`config.mk`:
```
export PLATFORM = sky130hd
export DESIGN_NAME = object_scanline_loader
export DESIGN_NICKNAME = d
export VERILOG_FILES = /design/src/rtl/object_scanline_loader.sv
export SDC_FILE = /design/constraint.sdc
export NUM_CORES = 1
export LEC_CHECK = 0
export ABC_AREA = 1
export CAP_MARGIN = 5
export CORE_MARGIN = 4
export CORE_UTILIZATION = 35
export DETAILED_ROUTE_END_ITERATION = 10
export DONT_BUFFER_PORTS = 1
export PLACE_DENSITY = 0.62
export SYNTH_ARGS = -nofsm -noshare
export SYNTH_HDL_FRONTEND = slang
export SYNTH_SLANG_ARGS = --single-unit
```
`constraint.sdc`:
```
create_clock -name gpu_clk -period 1.8 [get_ports gpu_clk]
set_clock_uncertainty 0.05 [all_clocks]
set_input_delay 0.18 -clock gpu_clk [delete_from_list [all_inputs] [get_ports gpu_clk]]
set_output_delay 0.18 -clock gpu_clk [all_outputs]
set_load 0.005 [all_outputs]
```
`src/rtl/object_scanline_loader.sv`:
```
// -----------------------------------------------------------------------------
// object_scanline_loader
//
// Sequencer that builds one object scanline. On every line request it clears
// the scanline buffer, then walks the OBM from index 63 down to 0, issuing one
// load per object that covers the requested line. Lower indices are loaded
// later, so object 0 ends up drawn on top. Pattern-memory lightness for the
// pixel the buffer is currently drawing is relayed straight through.
//
// Ports
//   gpu_clk, rst_n              clock, asynchronous active-low reset
//   start_i, y_i                line request pulse and target line
//   busy_o, done_o              build in progress / build finished (level)
//   obm_index_o, obm_object_i   OBM read index and combinational read data
//   scan_ready_i                buffer idle
//   scan_clear_start_o          buffer clear request
//   scan_new_y_o                registered target line
//   scan_load_start_o           buffer load request
//   scan_load_object_o          object being loaded (held for the whole load)
//   scan_load_intx_i/_inty_i    pattern coordinates requested by the buffer
//   pmf_object_o, pmf_intx_o,
//   pmf_inty_o                  pattern fetch request (pass-through)
//   pmf_lightness_i             pattern lightness from the fetch unit
//   scan_load_lightness_o       lightness relayed to the buffer
// -----------------------------------------------------------------------------
package obm_pkg;
    typedef struct packed {
        logic [7:0] y;
        logic [7:0] x;
        logic [5:0] pattern;
        logic [1:0] color;
    } obm_object_t;
endpackage

module object_scanline_loader
    import obm_pkg::*;
(
    input  logic        gpu_clk,
    input  logic        rst_n,
    input  logic        start_i,
    input  logic [7:0]  y_i,
    output logic        busy_o,
    output logic        done_o,
    output logic [5:0]  obm_index_o,
    input  obm_object_t obm_object_i,
    input  logic        scan_ready_i,
    output logic        scan_clear_start_o,
    output logic [7:0]  scan_new_y_o,
    output logic        scan_load_start_o,
    output obm_object_t scan_load_object_o,
    input  logic [2:0]  scan_load_intx_i,
    input  logic [2:0]  scan_load_inty_i,
    output obm_object_t pmf_object_o,
    output logic [2:0]  pmf_intx_o,
    output logic [2:0]  pmf_inty_o,
    input  logic [1:0]  pmf_lightness_i,
    output logic [1:0]  scan_load_lightness_o
);

    typedef enum logic [2:0] {
        IDLE, CLEAR_REQ, CLEAR_WAIT, SCAN, LOAD_REQ, LOAD_WAIT, DONE
    } state_t;

    state_t      state, state_n;
    logic [7:0]  line, line_n;
    obm_object_t obj, obj_n;
    logic [5:0]  index, index_n;
    logic        settled, settled_n;   // CLEAR_WAIT has passed its first cycle
    logic        busy, busy_n;
    logic        done, done_n;

    // 9-bit compare so objects near the bottom edge never wrap onto line 0.
    logic [8:0] line_ext, obj_top_ext;
    logic       hit;

    assign line_ext    = {1'b0, line};
    assign obj_top_ext = {1'b0, obm_object_i.y} + 9'd7;
    assign hit         = (line_ext >= {1'b0, obm_object_i.y}) && (line_ext <= obj_top_ext);

    always_comb begin
        // NOTE: every signal written here gets a default first, so no path
        // leaves a value unassigned and no latch is inferred.
        state_n            = state;
        line_n             = line;
        obj_n              = obj;
        index_n            = index;
        settled_n          = settled;
        busy_n             = busy;
        done_n             = done;
        scan_clear_start_o = 1'b0;
        scan_load_start_o  = 1'b0;

        unique case (state)
            IDLE: ;
            CLEAR_REQ: begin
                scan_clear_start_o = scan_ready_i;
                if (scan_ready_i) begin
                    state_n   = CLEAR_WAIT;
                    settled_n = 1'b0;
                end
            end
            CLEAR_WAIT: begin
                // Ready is still stale in the first cycle after the request.
                settled_n = 1'b1;
                if (settled && scan_ready_i) state_n = SCAN;
            end
            SCAN: begin
                if (hit) begin
                    obj_n   = obm_object_i;
                    state_n = LOAD_REQ;
                end else if (index == 6'd0) begin
                    state_n = DONE;
                    busy_n  = 1'b0;
                    done_n  = 1'b1;
                end else begin
                    index_n = index - 6'd1;
                end
            end
            LOAD_REQ: begin
                scan_load_start_o = scan_ready_i;
                if (scan_ready_i) state_n = LOAD_WAIT;
            end
            LOAD_WAIT: begin
                if (scan_ready_i) begin
                    if (index == 6'd0) begin
                        state_n = DONE;
                        busy_n  = 1'b0;
                        done_n  = 1'b1;
                    end else begin
                        index_n = index - 6'd1;
                        state_n = SCAN;
                    end
                end
            end
            DONE: ;
            default: state_n = IDLE;
        endcase

        // A new request overrides whatever the walk was doing.
        if (start_i) begin
            line_n  = y_i;
            index_n = 6'd63;
            state_n = CLEAR_REQ;
            busy_n  = 1'b1;
            done_n  = 1'b0;
        end
    end

    // NOTE: state registers use non-blocking assignments so every register
    // samples its next value from the same pre-edge snapshot.
    always_ff @(posedge gpu_clk or negedge rst_n) begin
        if (!rst_n) begin
            state   <= IDLE;
            line    <= '0;
            obj     <= '0;
            index   <= '0;
            settled <= 1'b0;
            busy    <= 1'b0;
            done    <= 1'b0;
        end else begin
            state   <= state_n;
            line    <= line_n;
            obj     <= obj_n;
            index   <= index_n;
            settled <= settled_n;
            busy    <= busy_n;
            done    <= done_n;
        end
    end

    assign busy_o                = busy;
    assign done_o                = done;
    assign obm_index_o           = index;
    assign scan_new_y_o          = line;
    assign scan_load_object_o    = obj;
    assign pmf_object_o          = obj;
    assign pmf_intx_o            = scan_load_intx_i;
    assign pmf_inty_o            = scan_load_inty_i;
    assign scan_load_lightness_o = pmf_lightness_i;

endmodule

```
* Yosys cells after proc, flatten, opt, wreduce, memory -nomap -nowiden
Cells that the tools add are included.
Storage, ports and cells: flip-flop bits (word level) 44, bits in latches 0, RAM bits 0, memory bits (read-only) 0, input port bits 44, output and inout bits 74, logic and storage cells 67, memories kept 0
Operators by class: add/sub/neg operators 2, multiply operators 0, div/mod/pow operators 0, order comparisons 2, equal/unequal tests 14, shift-type cells 0, mux-type cells 28, bitwise gates (word level) 0, reductions and logical operators 11
Operators by type and width (count):
- 2-to-1 mux 3 bit | 8
- 2-to-1 mux 6 bit | 4
- one-hot mux 3 bit (6 select lines) | 1
- != test 3 bit, second input constant | 5
- one-hot mux 6 bit (2 select lines) | 1
- 2-to-1 mux 1 bit | 11
- adder 8 x 3 -> 9 bit, second input constant | 1
- == test 3 bit, second input constant | 3
- less-or-equal comparator 8 x 9 -> 1 bit | 1
- >= comparator 8 bit | 1
- == test 3 x 2 -> 1 bit, second input constant | 2
- zero test 6 bit | 1
- one-hot mux 1 bit (2 select lines) | 3
- AND reduction 6 bit | 1
- subtractor 6 x 1 -> 6 bit, second input constant | 1
- != test 4 bit, second input constant | 1
- AND reduction 2 bit | 2
- == test 3 x 1 -> 1 bit, second input constant | 1
- zero test 3 bit | 1
- AND reduction 3 bit | 1
- nonzero test 3 bit | 1
- logical AND 1 bit | 2
- != test 2 x 1 -> 1 bit, second input constant | 1
- != test 2 bit, second input constant | 1
- other kinds (2) | 2

* Logic depth before layout (Yosys ltp)
depth in word-level cells 6, mapped depth 21

* Worst setup path before layout
OpenSTA, ideal clock, no wires.
path kind input -> register, start point in obm_object_i[16] in the netlist's numbering, end point reg index[2] (netlist: obm_index_o[2]), setup time 0.117 ns, data arrival time 2.063 ns, data required time 1.633 ns, path slack -0.430 ns, stages 21, path buffers 0, path through inv_1 -> ha_1 -> nand2_1 -> nand2_1 -> xor2_1 -> ha_1 -> nand2_1 -> nor2_1 -> nand2_1 -> nand3_1 -> nand2_1 -> nand2_1 -> nand2_1 -> nand2_1 -> nand2_1 -> nand2_2 -> nand2_1 -> nand2_2 -> nand2_1 -> nand2_1 -> nand2_1
On the way: longest elaborated chain between the ends 5, elaborated cells on any way between the ends 6
RTL lines:
- start, declared | RTL line 45 | input obm_object_t obm_object_i,
- adder 8 x 3 -> 9 bit | RTL line 77 | assign obj_top_ext = {1'b0, obm_object_i.y} + 9'd7;
- less-or-equal comparator 8 x 9 -> 1 bit | RTL line 78 | assign hit = (line_ext >= {1'b0, obm_object_i.y}) && (line_ext <= obj_top_ext);
- logical AND 1 bit (*) | RTL line 78
- != test 3 bit (no source line) (*)
- AND reduction 3 bit (no source line) (*)
- end signal, assigned | RTL line 164 | index <= index_n;
- end, declared | RTL line 67 | logic [5:0] index, index_n;
Mark *: on every way between the ends. The rest lies on a longest branch, timed or not. A chain may end at the register's enable or synchronous reset.

* Final worst setup path
start point reg line[5] (netlist: scan_new_y_o[5]), end point reg obj (netlist bit pmf_object_o[16])
On the way: longest elaborated chain between the ends 3, elaborated cells on any way between the ends 4
RTL lines:
- start, declared | RTL line 65 | logic [7:0] line, line_n;
- start signal, assigned | RTL line 162 | line <= line_n;
- less-or-equal comparator 8 x 9 -> 1 bit / >= comparator 8 bit (equally long branches) | RTL line 78
- logical AND 1 bit (*) | RTL line 78
- AND reduction 2 bit (no source line) (*)
- end signal, assigned | RTL line 163 | obj <= obj_n;
- end, declared | RTL line 66 | obm_object_t obj, obj_n;
Marks and branches as above.

==> metrics.yaml <==
routing:
  drtPass1Iterations: 4
  postRouteAntennaNets: 0
  drc_errors: 0
  avgViaCountPerCell: 4.72
  routed-via-count: 2414
  drt-initial-drc-count: 73
  wl_um: 7920
  wl_per_cell_um: 15.5
critical_path:
  cp_max_fo: 6
  worstPathRequired_ps: 1940
  startpoint_type: "flop"
  worstSetupPathType: "flop to flop"
  r2r_start: "scan_new_y_o[5]$_DFFE_PN0P_"
  cp-end-kind: "flop"
  r2r_end: "pmf_object_o[16]$_DFFE_PN0P_"
  slowest_stage: "dfrtp_1"
  path_cells: "buf_4 > ha_4 > a21oi_2 > nor3_2 > nor3b_2 > nand3_2 > nand2_4 > nor3_4 > buf_6 > clkbuf_16 > o21ai_2"
  crit_path_max_incr_delay_ps: 390
  crit_start: "scan_new_y_o[5]$_DFFE_PN0P_"
  reg2reg_depth: 11
  reg2reg_slack_ps: -270
  cp.arrival_ps: 2210
global_routing:
  grt_max_degree: 45
  grt_util_met1_pct: 18.6
  met2_usage_pct: 27.4
  grt.total_usage_pct: 15.6
  grt.busiest_layer: "met2"
  grt_pass1_vias: 2476
  grt_first_pass_wirelength_um: 12200
  grt_overflow: 0
  grt_use_met3_pct: 3.86
  antenna_found_initial: 0
yosys:
  ys_ff_latch: 44
  yosys_warnings: 0
  ys_top_cells_by_area: "dfrtp_1, nand2_1, buf_4"
  synth_edf_count: 0
  syn_area_per_cell_um2: 7.82
  async_flop_share_pct: 100
  synth_cell_types: 27
  netlist_area_um2: 2850
  syn_inst: 364
  seq_area_frac_synth_pct: 38.7
  yosysTopAreaCell: "dfrtp_1"
  yosys.area.top_type_share_pct: 38.7
  synthFlopType: "dfrtp_1"
  syn_nets: 426
sta:
  max-slew-margin-rel_pct: 52.6
  setup_violations: 35
  layout_setup_ws_ps: -267
  fin_crit_sh_pct: 115
  fin_hold_ws_ps: 7.45
  fmax_mhz: 484
  rsz0062_at_grt: "true"
  maxSlewViolCount: 0
  tightest_slew_ps: 712
  period_needed_ps: 2070
  hold_viol_final: 0
floorplan:
  die_width_um: 98.2
  core_region_area_um2: 7810
  dieArea_um2: 9640
  io_pins: 118
  start_util_pct: 36.5
  row_count: 32
  die_h_um: 98.2
worst_hold_path:
  hold_depth: 2
  min-delay-start: "start_i"
  hold_path_end: "state[0]$_DFFE_PN0P_"
  hold_path.class: "primary input to flop"
clock_network:
  cts_buffers: 5
  clock_latency_ps: 300
  clock-sinks: 44
  root_buffer: "clkbuf_8"
  cts_tree: "done"
  clkSlewWorstSetupHoldPaths_ps: 90
  clockBufferDepth: 2
  cts_htree_levels: 2
finish:
  mostFrequentLayoutCells: "nand2_1, inv_1, dfrtp_1, dlygate4sd3_1, nand2_2"
  num_antenna_cells: 0
  multi_input_area_um2: 1600
  ff_latch_area_um2: 1100
  area_delta_synth_final_pct: 41.2
  fill_cells: 696
  final_common_cell: "nand2_1"
  finalNetCount: 471
  fin_cells: 511
  drive_gt1_share_pct: 35.5
run_status:
  status: "finished, violations left"
  violations: "negative setup slack"
power:
  vdd_drop_max_v: 0.000356
  power_density_nw_per_um2: 1050
  power_leakage_nw: 2.04
placement:
  port_buffers: 0
  dp_hpwl_um: 4630
  finalWeightedCongestion: 0.838
  dp_cells: 449
run:
  drv_cap: 0
==> synth_stat cells, drive strengths merged (2+ instances only) <==
| master | instances |
|---|---|
| a21oi | 8 |
| buf | 37 |
| clkbuf | 3 |
| dfrtp | 44 |
| ha | 18 |
| inv | 58 |
| nand2 | 116 |
| nand3 | 12 |
| nand3b | 2 |
| nor2 | 17 |
| nor3 | 6 |
| o21ai | 33 |
| xnor2 | 2 |
| xor2 | 4 |
==> worst max-delay path: cells and delay by family, from the launching register on <==
| family | cells | cell delay [ps] |
|---|---|---|
| adders and majority gates | 1 | 270 |
| DFF | 1 | 390 |
| and+or+nand+nor | 5 | 630 |
| buffers and inverters | 3 | 520 |
| AOI/OAI and AO/OA | 2 | 110 |
==> per-layer routing <==
layer,vias to the layer above,part of all wire (%)
li1,1181,-
met1,1137,40
met2,82,53
met3,14,6.1
met4,0,1.5
met5,-,0
==> where the power goes <==
group	switching, W	total, W	internal [W]	leakage [nW]
Clock	0.000340	0.000605	0.000265	0.0410
Sequential	0.000470	0.00185	0.00138	0.520
Combinational	0.000936	0.00178	0.000842	1.48
==> worst max path at each step <==
stage	cells past startpoint	end	slack [ps]
2_1_floorplan	21	pmf_object_o[12]$_DFFE_PN0P_	-380
3_3_place_gp	19	pmf_object_o[15]$_DFFE_PN0P_	-520
3_5_place_dp	19	pmf_object_o[1]$_DFFE_PN0P_	-580
4_1_cts	17	obm_index_o[5]$_DFFE_PN0P_	-210
5_1_grt	16	pmf_object_o[15]$_DFFE_PN0P_	-420
6_report	11	pmf_object_o[16]$_DFFE_PN0P_	-270
==> flip-flops by register name, indices dropped and copies added, names as in the netlist <==
| register | count |
|---|---|
| pmf_object_o | 24 |
| settled | 1 |
| state | 3 |
| obm_index_o | 6 |
| busy_o | 1 |
| done_o | 1 |
| scan_new_y_o | 8 |
==> per-stage QoR <==
step | TNS [ps] | setup WS [ps] | power (W) | area [um^2] | utilization [%]
after floorplan | -11370 | -376 | 0.00309 | 2900 | -
after global placement | -16010 | -516 | 0.00302 | 2900 | 37.2
after detailed placement | -17760 | -575 | 0.00307 | 2900 | 37.2
after CTS | -6930 | -213 | 0.00400 | 3670 | 47.0
after global routing | -13060 | -419 | 0.00458 | 4020 | 51.5
final | -7980 | -267 | 0.00423 | 4020 | 51.5
==> cells by family after synthesis <==
logic type / share of synthesized area, %
buf+inv: 18.5
flops: 38.7
compound gates: 9.93
fa+ha+maj: 7.91
simple gates: 23.2
xor+xnor: 1.85
==> repair_timing <==
item / 4_1_cts / 5_1_grt
cloned: 3 / 4
hold buffers: 35 / 0
setup endpoints to repair: 35 / 35
gates resized for setup: 42 / 59
hold endpoints to repair: 77 / 0
buffers inserted: 11 / 2
pin swaps: 15 / 29
==> area by class of cell <==
class / instances / area share, %
Multi-Input combinational cell: 222 / 39.9
Sequential cell: 44 / 27.4
Timing Repair Buffer: 78 / 21.6
Inverter: 58 / 6.04
Tap cell: 102 / 3.18
Clock buffer: 6 / 1.81
Clock inverter: 1 / 0.125
Note: power is estimated with default switching activity, not from simulation.
